<file path="src/rtl/colour_pkg.sv">
// Shared types for the colour sequencer: FSM states,
// 3-bit colour codes and the 001..110 colour ring.
package colour_pkg;

  typedef enum logic [1:0] {
    IDLE  = 2'd0,
    RUN   = 2'd1,
    PAUSE = 2'd2,
    OVR   = 2'd3
  } state_t;

  localparam logic [2:0] C_BLACK   = 3'b000;
  localparam logic [2:0] C_BLUE    = 3'b001;
  localparam logic [2:0] C_GREEN   = 3'b010;
  localparam logic [2:0] C_CYAN    = 3'b011;
  localparam logic [2:0] C_RED     = 3'b100;
  localparam logic [2:0] C_MAGENTA = 3'b101;
  localparam logic [2:0] C_YELLOW  = 3'b110;
  localparam logic [2:0] C_WHITE   = 3'b111;

  // Black and white are outside the ring; they map back to its start.
  function automatic logic [2:0] next_colour(
    input logic [2:0] c
  );
    logic [2:0] n;
    case (c)
      C_BLUE:    n = C_GREEN;
      C_GREEN:   n = C_CYAN;
      C_CYAN:    n = C_RED;
      C_RED:     n = C_MAGENTA;
      C_MAGENTA: n = C_YELLOW;
      default:   n = C_BLUE;
    endcase
    return n;
  endfunction

endpackage

</file>
<file path="src/rtl/colour_sequencer_dwell_timer.sv">
// Dwell timer: programmable dwell register and cycle counter.
// Ports: clear/enable drive cnt, load captures dwell, expire flags end of dwell.
module dwell_timer #(
  parameter int unsigned DWELL_W = 8,
  parameter logic [DWELL_W-1:0] DEFAULT_DWELL = 8'd10
) (
  input  logic               clk,
  input  logic               rst_n,
  input  logic               clear,
  input  logic               enable,
  input  logic               load,
  input  logic [DWELL_W-1:0] dwell,
  output logic               expire
);

  logic [DWELL_W-1:0] dwell_reg;
  logic [DWELL_W-1:0] cnt;
  logic [DWELL_W-1:0] last;

  // A dwell of zero behaves as one cycle per colour.
  assign last = (dwell_reg == '0) ? '0 : dwell_reg - 1'b1;
  // >= so a dwell shortened below cnt expires at once.
  assign expire = (cnt >= last);

  always_ff @(posedge clk or negedge rst_n) begin
    if (!rst_n) begin
      dwell_reg <= DEFAULT_DWELL;
    end else if (load) begin
      dwell_reg <= dwell;
    end
  end

  always_ff @(posedge clk or negedge rst_n) begin
    if (!rst_n) begin
      cnt <= '0;
    end else if (clear) begin
      cnt <= '0;
    end else if (enable) begin
      cnt <= cnt + 1'b1;
    end
  end

endmodule

</file>
<file path="src/rtl/colour_sequencer.sv">
// Colour sequencer: steps the RGB converter through six colours
// with run/pause/step control and a request/grant override port.
module colour_sequencer
  import colour_pkg::*;
#(
  parameter int unsigned DWELL_W = 8,
  parameter logic [DWELL_W-1:0] DEFAULT_DWELL = 8'd10
) (
  input  logic               clk,
  input  logic               rst_n,
  input  logic               start,
  input  logic               stop,
  input  logic               step,
  input  logic [DWELL_W-1:0] dwell,
  input  logic               dwell_load,
  input  logic               ovr_req,
  input  logic [2:0]         ovr_colour,
  output logic               ovr_gnt,
  output logic               conv_enable,
  output logic [2:0]         conv_colour,
  output logic               wrap,
  output logic               busy
);

  state_t     state_q, state_n;
  state_t     sv_state_q, sv_state_n;
  logic [2:0] col_q, col_n;
  logic [2:0] sv_col_q, sv_col_n;
  logic       clr, inc, expire, wrap_n;

  dwell_timer #(
    .DWELL_W      (DWELL_W),
    .DEFAULT_DWELL(DEFAULT_DWELL)
  ) u_timer (
    .clk   (clk),
    .rst_n (rst_n),
    .clear (clr),
    .enable(inc),
    .load  (dwell_load),
    .dwell (dwell),
    .expire(expire)
  );

  always_comb begin
    state_n    = state_q;
    col_n      = col_q;
    sv_state_n = sv_state_q;
    sv_col_n   = sv_col_q;
    clr        = 1'b0;
    inc        = 1'b0;
    wrap_n     = 1'b0;
    if (ovr_req && state_q != OVR) begin
      state_n    = OVR;
      sv_state_n = state_q;
      sv_col_n   = col_q;
    end else begin
      unique case (state_q)
        IDLE: begin
          if (start) begin
            state_n = RUN;
            col_n   = C_BLUE;
            clr     = 1'b1;
          end
        end
        RUN: begin
          if (stop) begin
            state_n = PAUSE;
          end else if (expire) begin
            col_n  = next_colour(col_q);
            clr    = 1'b1;
            wrap_n = (col_q == C_YELLOW);
          end else begin
            inc = 1'b1;
          end
        end
        PAUSE: begin
          if (stop) begin
            state_n = IDLE;
            col_n   = C_BLACK;
          end else if (start) begin
            state_n = RUN;
            clr     = 1'b1;
          end else if (step) begin
            col_n  = next_colour(col_q);
            clr    = 1'b1;
            wrap_n = (col_q == C_YELLOW);
          end
        end
        OVR: begin
          if (!ovr_req) begin
            state_n = sv_state_q;
            col_n   = sv_col_q;
            clr     = 1'b1;
          end
        end
        default: state_n = IDLE;
      endcase
    end
  end

  always_ff @(posedge clk or negedge rst_n) begin
    if (!rst_n) begin
      state_q     <= IDLE;
      col_q       <= C_BLACK;
      sv_state_q  <= IDLE;
      sv_col_q    <= C_BLACK;
      ovr_gnt     <= 1'b0;
      conv_enable <= 1'b0;
      conv_colour <= C_BLACK;
      wrap        <= 1'b0;
      busy        <= 1'b0;
    end else begin
      state_q     <= state_n;
      col_q       <= col_n;
      sv_state_q  <= sv_state_n;
      sv_col_q    <= sv_col_n;
      ovr_gnt     <= (state_n == OVR);
      conv_enable <= (state_n != IDLE);
      conv_colour <= (state_n == OVR) ? ovr_colour : col_n;
      wrap        <= wrap_n;
      busy        <= (state_n != IDLE);
    end
  end

endmodule

</file>
<file path="config.mk">
export PLATFORM = sky130hd
export DESIGN_NAME = colour_sequencer
export DESIGN_NICKNAME = d
export VERILOG_FILES = /design/src/rtl/colour_pkg.sv /design/src/rtl/colour_sequencer_dwell_timer.sv /design/src/rtl/colour_sequencer.sv
export SDC_FILE = /design/constraint.sdc
export NUM_CORES = 1
export LEC_CHECK = 0
export CORE_AREA = 2 2 65 67
export DETAILED_ROUTE_END_ITERATION = 12
export DIE_AREA = 0 0 67 69
export PLACE_DENSITY = 0.76
export RECOVER_POWER = 50
export SYNTH_ARGS = -nofsm -noshare
export SYNTH_HDL_FRONTEND = slang
export SYNTH_SLANG_ARGS = --single-unit
</file>
<file path="constraint.sdc">
create_clock -name clk -period 9.27 [get_ports clk]
set_input_delay 1.854 -clock clk [delete_from_list [all_inputs] [get_ports clk]]
set_output_delay 1.854 -clock clk [all_outputs]
set_load 0.1 [all_outputs]
</file>
## Yosys cells after proc, flatten, opt, wreduce, memory -nomap -nowiden

Index checks and enable logic that the tools add are counted.
Widths: inputs -> output; s select.

- Add/sub/neg operators: 2
- $mul: 0
- Div/mod/pow operators: 0
- Order comparisons: 1
- Equality and inequality tests: 11
- Shift operators: 0
- Multiplexer cells: 40
- Bitwise operators: 0
- Reduce and logical (&&, ||, !) cells: 5

Operators with widths:

| operator | count |
|---|---|
| $mux 3 | 9 |
| $mux 8 | 3 |
| $mux 1 | 18 |
| $pmux 3 s5 | 1 |
| $pmux 3 s4 | 1 |
| $mux 2 | 5 |
| $eq 3x3->1 const B | 3 |
| $add 8x1->8 const B | 1 |
| $ge 8x8->1 | 1 |
| $logic_not 8->1 | 1 |
| $pmux 2 s4 | 1 |
| $sub 8x1->8 const B | 1 |
| $eq 2x2->1 const B | 3 |
| $eq 3x2->1 const B | 2 |
| $pmux 1 s4 | 1 |
| $reduce_bool 2->1 | 2 |
| $eq 3x1->1 const B | 1 |
| $eq 2x1->1 const B | 1 |
| $logic_not 2->1 | 1 |
| $ne 2x2->1 const B | 1 |
| $pmux 1 s2 | 1 |
| $logic_and 1x1->1 | 1 |

- Register bits: 32
- Latch bits: 0
- Bits in writable memories: 0
- Bits in read-only memories: 0
- Memories: 0

## Longest topological paths before layout

- Depth after elaboration: 9
- Gate-level depth with buffers: 13
- Depth with buffers taken out: 13

## Modules after synthesis

From an unflattened synthesis, not the netlist that was laid out.

- Cells, all modules: 201
- Area total of the unflattened synthesis: 2028.2 sq um

By module, submodules not included:

| module | instances | cells each | area each (sq um) | sequential area each (sq um) |
|---|---|---|---|---|
| dwell_timer | 1 | 100 | 1021.0 | 402.9 |
| colour_sequencer | 1 | 101 | 1007.2 | 400.4 |

## Worst setup path before layout

No wires, ideal clock.

- Kind: input-to-reg
- Start: input port ovr_req
- End: register conv_colour[1]
- Setup time: 0.125 ns
- Arrival: 3.086 ns
- Path slack: 6.059 ns
- Stages: 7
- Path buffers: 2
- Path through: buf_2 -> nand2b_1 -> clkbuf_1 -> o311a_1 -> o31ai_1 -> nand2_1 -> mux2_2

- Longest elaborated chain between the ends: 5
- Elaborated cells between the ends (all ways): 9

RTL lines:

| what | line | RTL |
|---|---|---|
| from (decl) | colour_sequencer.sv:16 | `input logic ovr_req,` |
| $mux 2 | colour_sequencer.sv:90 | `if (!ovr_req) begin` |
| $pmux 2 s4 | colour_sequencer.sv:57 | `unique case (state_q)` |
| $mux 2 * | colour_sequencer.sv:52 | `if (ovr_req && state_q != OVR) begin` |
| named net state_n[1] | colour_sequencer.sv:25 | `state_t state_q, state_n;` |
| $eq 2x2->1 * | colour_sequencer.sv:119 | `conv_colour <= (state_n == OVR) ? ovr_colour : col_n;` |
| $mux 3 * | colour_sequencer.sv:119 |  |
| to (signal assigned) | colour_sequencer.sv:119 |  |
| to (decl) | colour_sequencer.sv:20 | `output logic [2:0] conv_colour,` |

Mark *: on every way through the listed nets, which the timed path passes. The rest lies on a longest branch.
A chain may end at the register's enable or synchronous reset.

## Worst setup path after layout

- Start: input port start
- End: register conv_colour[1]

- Elaborated cells between the ends (all ways): 11

RTL lines:

| what | line | RTL |
|---|---|---|
| from (decl) | colour_sequencer.sv:11 | `input logic start,` |
| $mux 3 | colour_sequencer.sv:80 | `end else if (start) begin` |
| $mux 3 | colour_sequencer.sv:77 | `if (stop) begin` |
| $pmux 3 s4 * | colour_sequencer.sv:57 |  |
| $mux 3 * | colour_sequencer.sv:52 |  |
| named net col_n[1] | colour_sequencer.sv:27 | `logic [2:0] col_q, col_n;` |
| $mux 3 * | colour_sequencer.sv:119 |  |

Marks and branches as above.

==> run summary <==
The run finished, with violations left. The checks that failed: max-capacitance violations, max-slew violations. For this run, design rule violations remaining after detail routing come to 0. The first detailed-routing pass ran for 4 iterations. In the final layout, the multi-input gates occupy 1184 um^2.

The accumulated negative setup slack is 0 ps. Counting the fill cells in the layout gives 346. The die is 69 um tall. In this run the worst hold path is classified as reg -> reg. Routability-driven placement finished with a final weighted congestion of 0.9133.

Dividing the detail-routed wire length by the instance count gives 14.25 um. STA classifies the critical path endpoint as a flip-flop. For the setup slack of the most critical reg-to-reg path, the log shows 5730 ps. The overall global routing resource usage was 0.1993.

The fraction of synthesized cell area taken by the top area cell type was 0.3643. After synthesis, the netlist uses 49 different library cells. Clock latency on the worst-skew pair, taken at its later pin, is 290 ps.

The total of warnings raised by yosys is 0. The highest ir drop seen on vdd was 0.1427 mV; the sequential share of power was 0.307. The first-pass GRT wire length was 7.272 mm; the part of the power in combinational logic was 0.493. The data arrival time of the worst path came out at 3900 ps.

The clock network fraction of total power was 0.200. For the worst flop-to-flop path, the logic depth is 13. Counting flops with a built-in enable in the synthesized netlist gives 0. The count of final setup violators was 0. The floorplan step defined a die boundary enclosing 4623 um^2. The detail-routed via count per cell is 5.675, and the count of antenna-violating nets left after detailed routing is 0.

The flip-flop and latch area is 803.3 um^2. For the cell count after synthesis, the log shows 217. Share of post-route cells with drive strength above 1: 0.1074. The switching part of the total is 0.4480, and the cell area after synthesis is 2061 um^2. Part of the Yosys area used for sequential elements: 0.3898. The tools report the origin of the worst setup path as start. The run gives 110 as the starting DRC count in detailed routing. The number of inserted diodes was 0.

After synthesis, the cell types taking the most area are sky130_fd_sc_hd__dfrtp_1 36%, sky130_fd_sc_hd__ha_1 8.5%, sky130_fd_sc_hd__mux2_2 4.9%. The slew of the pin with the lowest slew margin was 1736 ps. In this run, post-CTS hold repair placed 0 buffers. The initial antenna violation count came out at 0. For this design the static power due to leakage is 1.063 nW. Max-slew violation total from the final report: 33. Counting the buffers created by CTS gives 5.

The logs give 3914 um^2 for the floorplan core area and 0 for the number of buffers inserted by post-CTS setup repair. Number of resized instances in the post-cts repair step: 0. The number of global-route vias before repair is 1659. The areal power density over the cells is 274.8 nW/um^2, and the largest net degree at the start of global routing is 33.

The run gives 1657 as the vias after detailed routing. The run gives 292 as the post-route non-filler standard cell count. No sink is reached through more buffers than the 2 on the longest clock path.

The initial cell density of the core is 0.5265. Shortest clock period the worst path allows after layout: 3719 ps. During I/O placement, the number of pins put on the boundary was 25. CTS placed an instance of sky130_fd_sc_hd__clkbuf_8 at the clock tree root. The max-cap violation count is 1, and the HPWL after detailed placement is 3.125 mm.

Number of I/O port buffers: 24. Termination of the worst setup path: conv_colour[1]. Clock-pin slew was measured on the worst setup and hold paths at 70 ps. The headroom to the max-slew limit is -0.1571, and the switching power of the nets is 0.3007 mW. In this run the critical register-to-register path is captured at u_timer.cnt[0]. In this run, synthesis produced a sequential element count of 32.

TritonCTS built the clock tree. The fraction of registers with async set/reset is 1.000. For the post-layout net count, the log shows 273. The clock drives 32 sinks. The wire length reported by the detailed router was 4.161 mm; the synthesized area divided by synthesized cell count was 9.496 um^2. The critical path in this run is classified as in -> reg. The placement row count is 23. The startpoint identified for the worst register-to-register timing path is u_timer.dwell_reg[0]. Top fanout value on the critical path: 6.

For the H-tree depth reported by CTS, the log shows 2. The largest total area in the synthesized netlist belongs to sky130_fd_sc_hd__dfrtp_1. In the synthesized netlist the dominant register cell turns out to be sky130_fd_sc_hd__dfrtp_1. The x dimension of the die is 67 um, and the final hold violation count is 0. The post-synthesis to final-layout area growth came out at 18.52%. The launching element type of the critical path is an input pin. On the final layout, the worst clock skew is 7.667 ps. The post-route clock period utilization was 0.4012; the internal power consumption was 0.3705 mW. Including well taps, the total number of placed cells is 284. At the worst endpoint, the required time is 9450 ps. The number of nets produced by synthesis was 249. The most common cell after layout, fill and taps aside was sky130_fd_sc_hd__dfrtp_1.

In the layout the commonest cells are 30 x sky130_fd_sc_hd__dfrtp_1, 26 x sky130_fd_sc_hd__nand2_1, 22 x sky130_fd_sc_hd__clkdlybuf4s50_1. After global routing the overflow that remains totals 0. Final hold slack: 487.6 ps. Timing would allow up to 268.9 MHz. Setup repair after global routing left no endpoint under its margin.
[critical path: stages]
cell and delay, ps:
sky130_fd_sc_hd__clkdlybuf4s50_1 520, sky130_fd_sc_hd__nor2b_1 380, sky130_fd_sc_hd__o21ai_0 160, sky130_fd_sc_hd__a22o_1 200, sky130_fd_sc_hd__a222oi_1 350, sky130_fd_sc_hd__o32ai_2 160
sky130_fd_sc_hd__mux2_2 280
[layer usage]
layer	vias to the layer above	routed length, um	global-route usage
li1	815	-	-
met1	795	1743	0.2426
met2	39	2143	0.3300
met3	8	190	0.04731
met4	0	84	0.08390
met5	-	0	0
[worst min-delay path by stage]
stage / slack [ps] / to / depth (start not counted) / startpoint
2_1_floorplan: 450 / sv_col_q[0] / 2 / sv_col_q[0]
3_3_place_gp: 460 / sv_col_q[0] / 2 / sv_col_q[0]
3_5_place_dp: 470 / sv_col_q[0] / 2 / sv_col_q[0]
4_1_cts: 490 / sv_col_q[0] / 2 / sv_col_q[0]
5_1_grt: 510 / sv_col_q[1] / 2 / sv_col_q[1]
6_report: 490 / sv_col_q[2] / 2 / sv_col_q[2]
[area by class of cell]
type,count,area share
Clock buffer,5,0.02818
Multi-Input combinational cell,167,0.4846
Sequential cell,32,0.3289
Inverter,10,0.01537
Tap cell,50,0.02561
Timing Repair Buffer,25,0.09990
Clock inverter,3,0.01742
[logic make-up (layout without fill, tap and decap cells)]
kind of cell / after synthesis / in the layout / synth area share
adder cells (fa/ha/maj): 14 / 14 / 0.08500
buffers and inverters: 18 / 43 / 0.03583
XOR/XNOR: 10 / 10 / 0.04250
AO/OA/AOI/OAI: 43 / 43 / 0.1633
AND/OR/NAND/NOR: 87 / 87 / 0.2125
flip-flops: 32 / 32 / 0.3898
multiplexers: 13 / 13 / 0.07104
[cell usage after synthesis (2+ instances only)]
cell                        n
sky130_fd_sc_hd__dfrtp_1   30
sky130_fd_sc_hd__o21ai_0   10
sky130_fd_sc_hd__ha_1      14
sky130_fd_sc_hd__a31oi_1    3
sky130_fd_sc_hd__o31ai_1    2
sky130_fd_sc_hd__nor3_1     6
sky130_fd_sc_hd__dfstp_2    2
sky130_fd_sc_hd__xor2_1     2
sky130_fd_sc_hd__a222oi_1   2
sky130_fd_sc_hd__inv_1     10
sky130_fd_sc_hd__nand4_1    4
sky130_fd_sc_hd__a21oi_1    7
sky130_fd_sc_hd__clkbuf_1   5
sky130_fd_sc_hd__nor2_1    20
sky130_fd_sc_hd__xnor2_1    8
sky130_fd_sc_hd__nand3b_1   2
sky130_fd_sc_hd__nor4_1     2
sky130_fd_sc_hd__buf_2      2
sky130_fd_sc_hd__o21a_1     2
sky130_fd_sc_hd__mux2i_1    3
sky130_fd_sc_hd__mux2_2     9
sky130_fd_sc_hd__nor2b_1   10
sky130_fd_sc_hd__nand3_1    3
sky130_fd_sc_hd__nand2b_1   7
sky130_fd_sc_hd__o32ai_2    2
sky130_fd_sc_hd__nand2_1   26
sky130_fd_sc_hd__a22o_1     2
[metrics by stage]
step	power [mW]	setup slack [ps]	util	instance area [um^2]
4_1_cts	0.6749	5527	0.6250	2446
5_1_grt	0.7126	5286	0.6240	2442
2_1_floorplan	0.4644	6059	-	2061
3_5_place_dp	0.5400	5220	0.5965	2335
3_3_place_gp	0.5344	5296	0.5965	2335
6_report	0.6712	5551	0.6240	2442
[power groups by stage]
stage                     clock [mW]  combinational (mW)  sequential [mW]
after global routing           0.145               0.356            0.212
after floorplan                    0               0.194            0.270
final                          0.134               0.331            0.206
after CTS                      0.137               0.332            0.206
after detailed placement           0               0.332            0.208
after global placement             0               0.327            0.207
No activity file was read; power rests on OpenSTA's default activity.
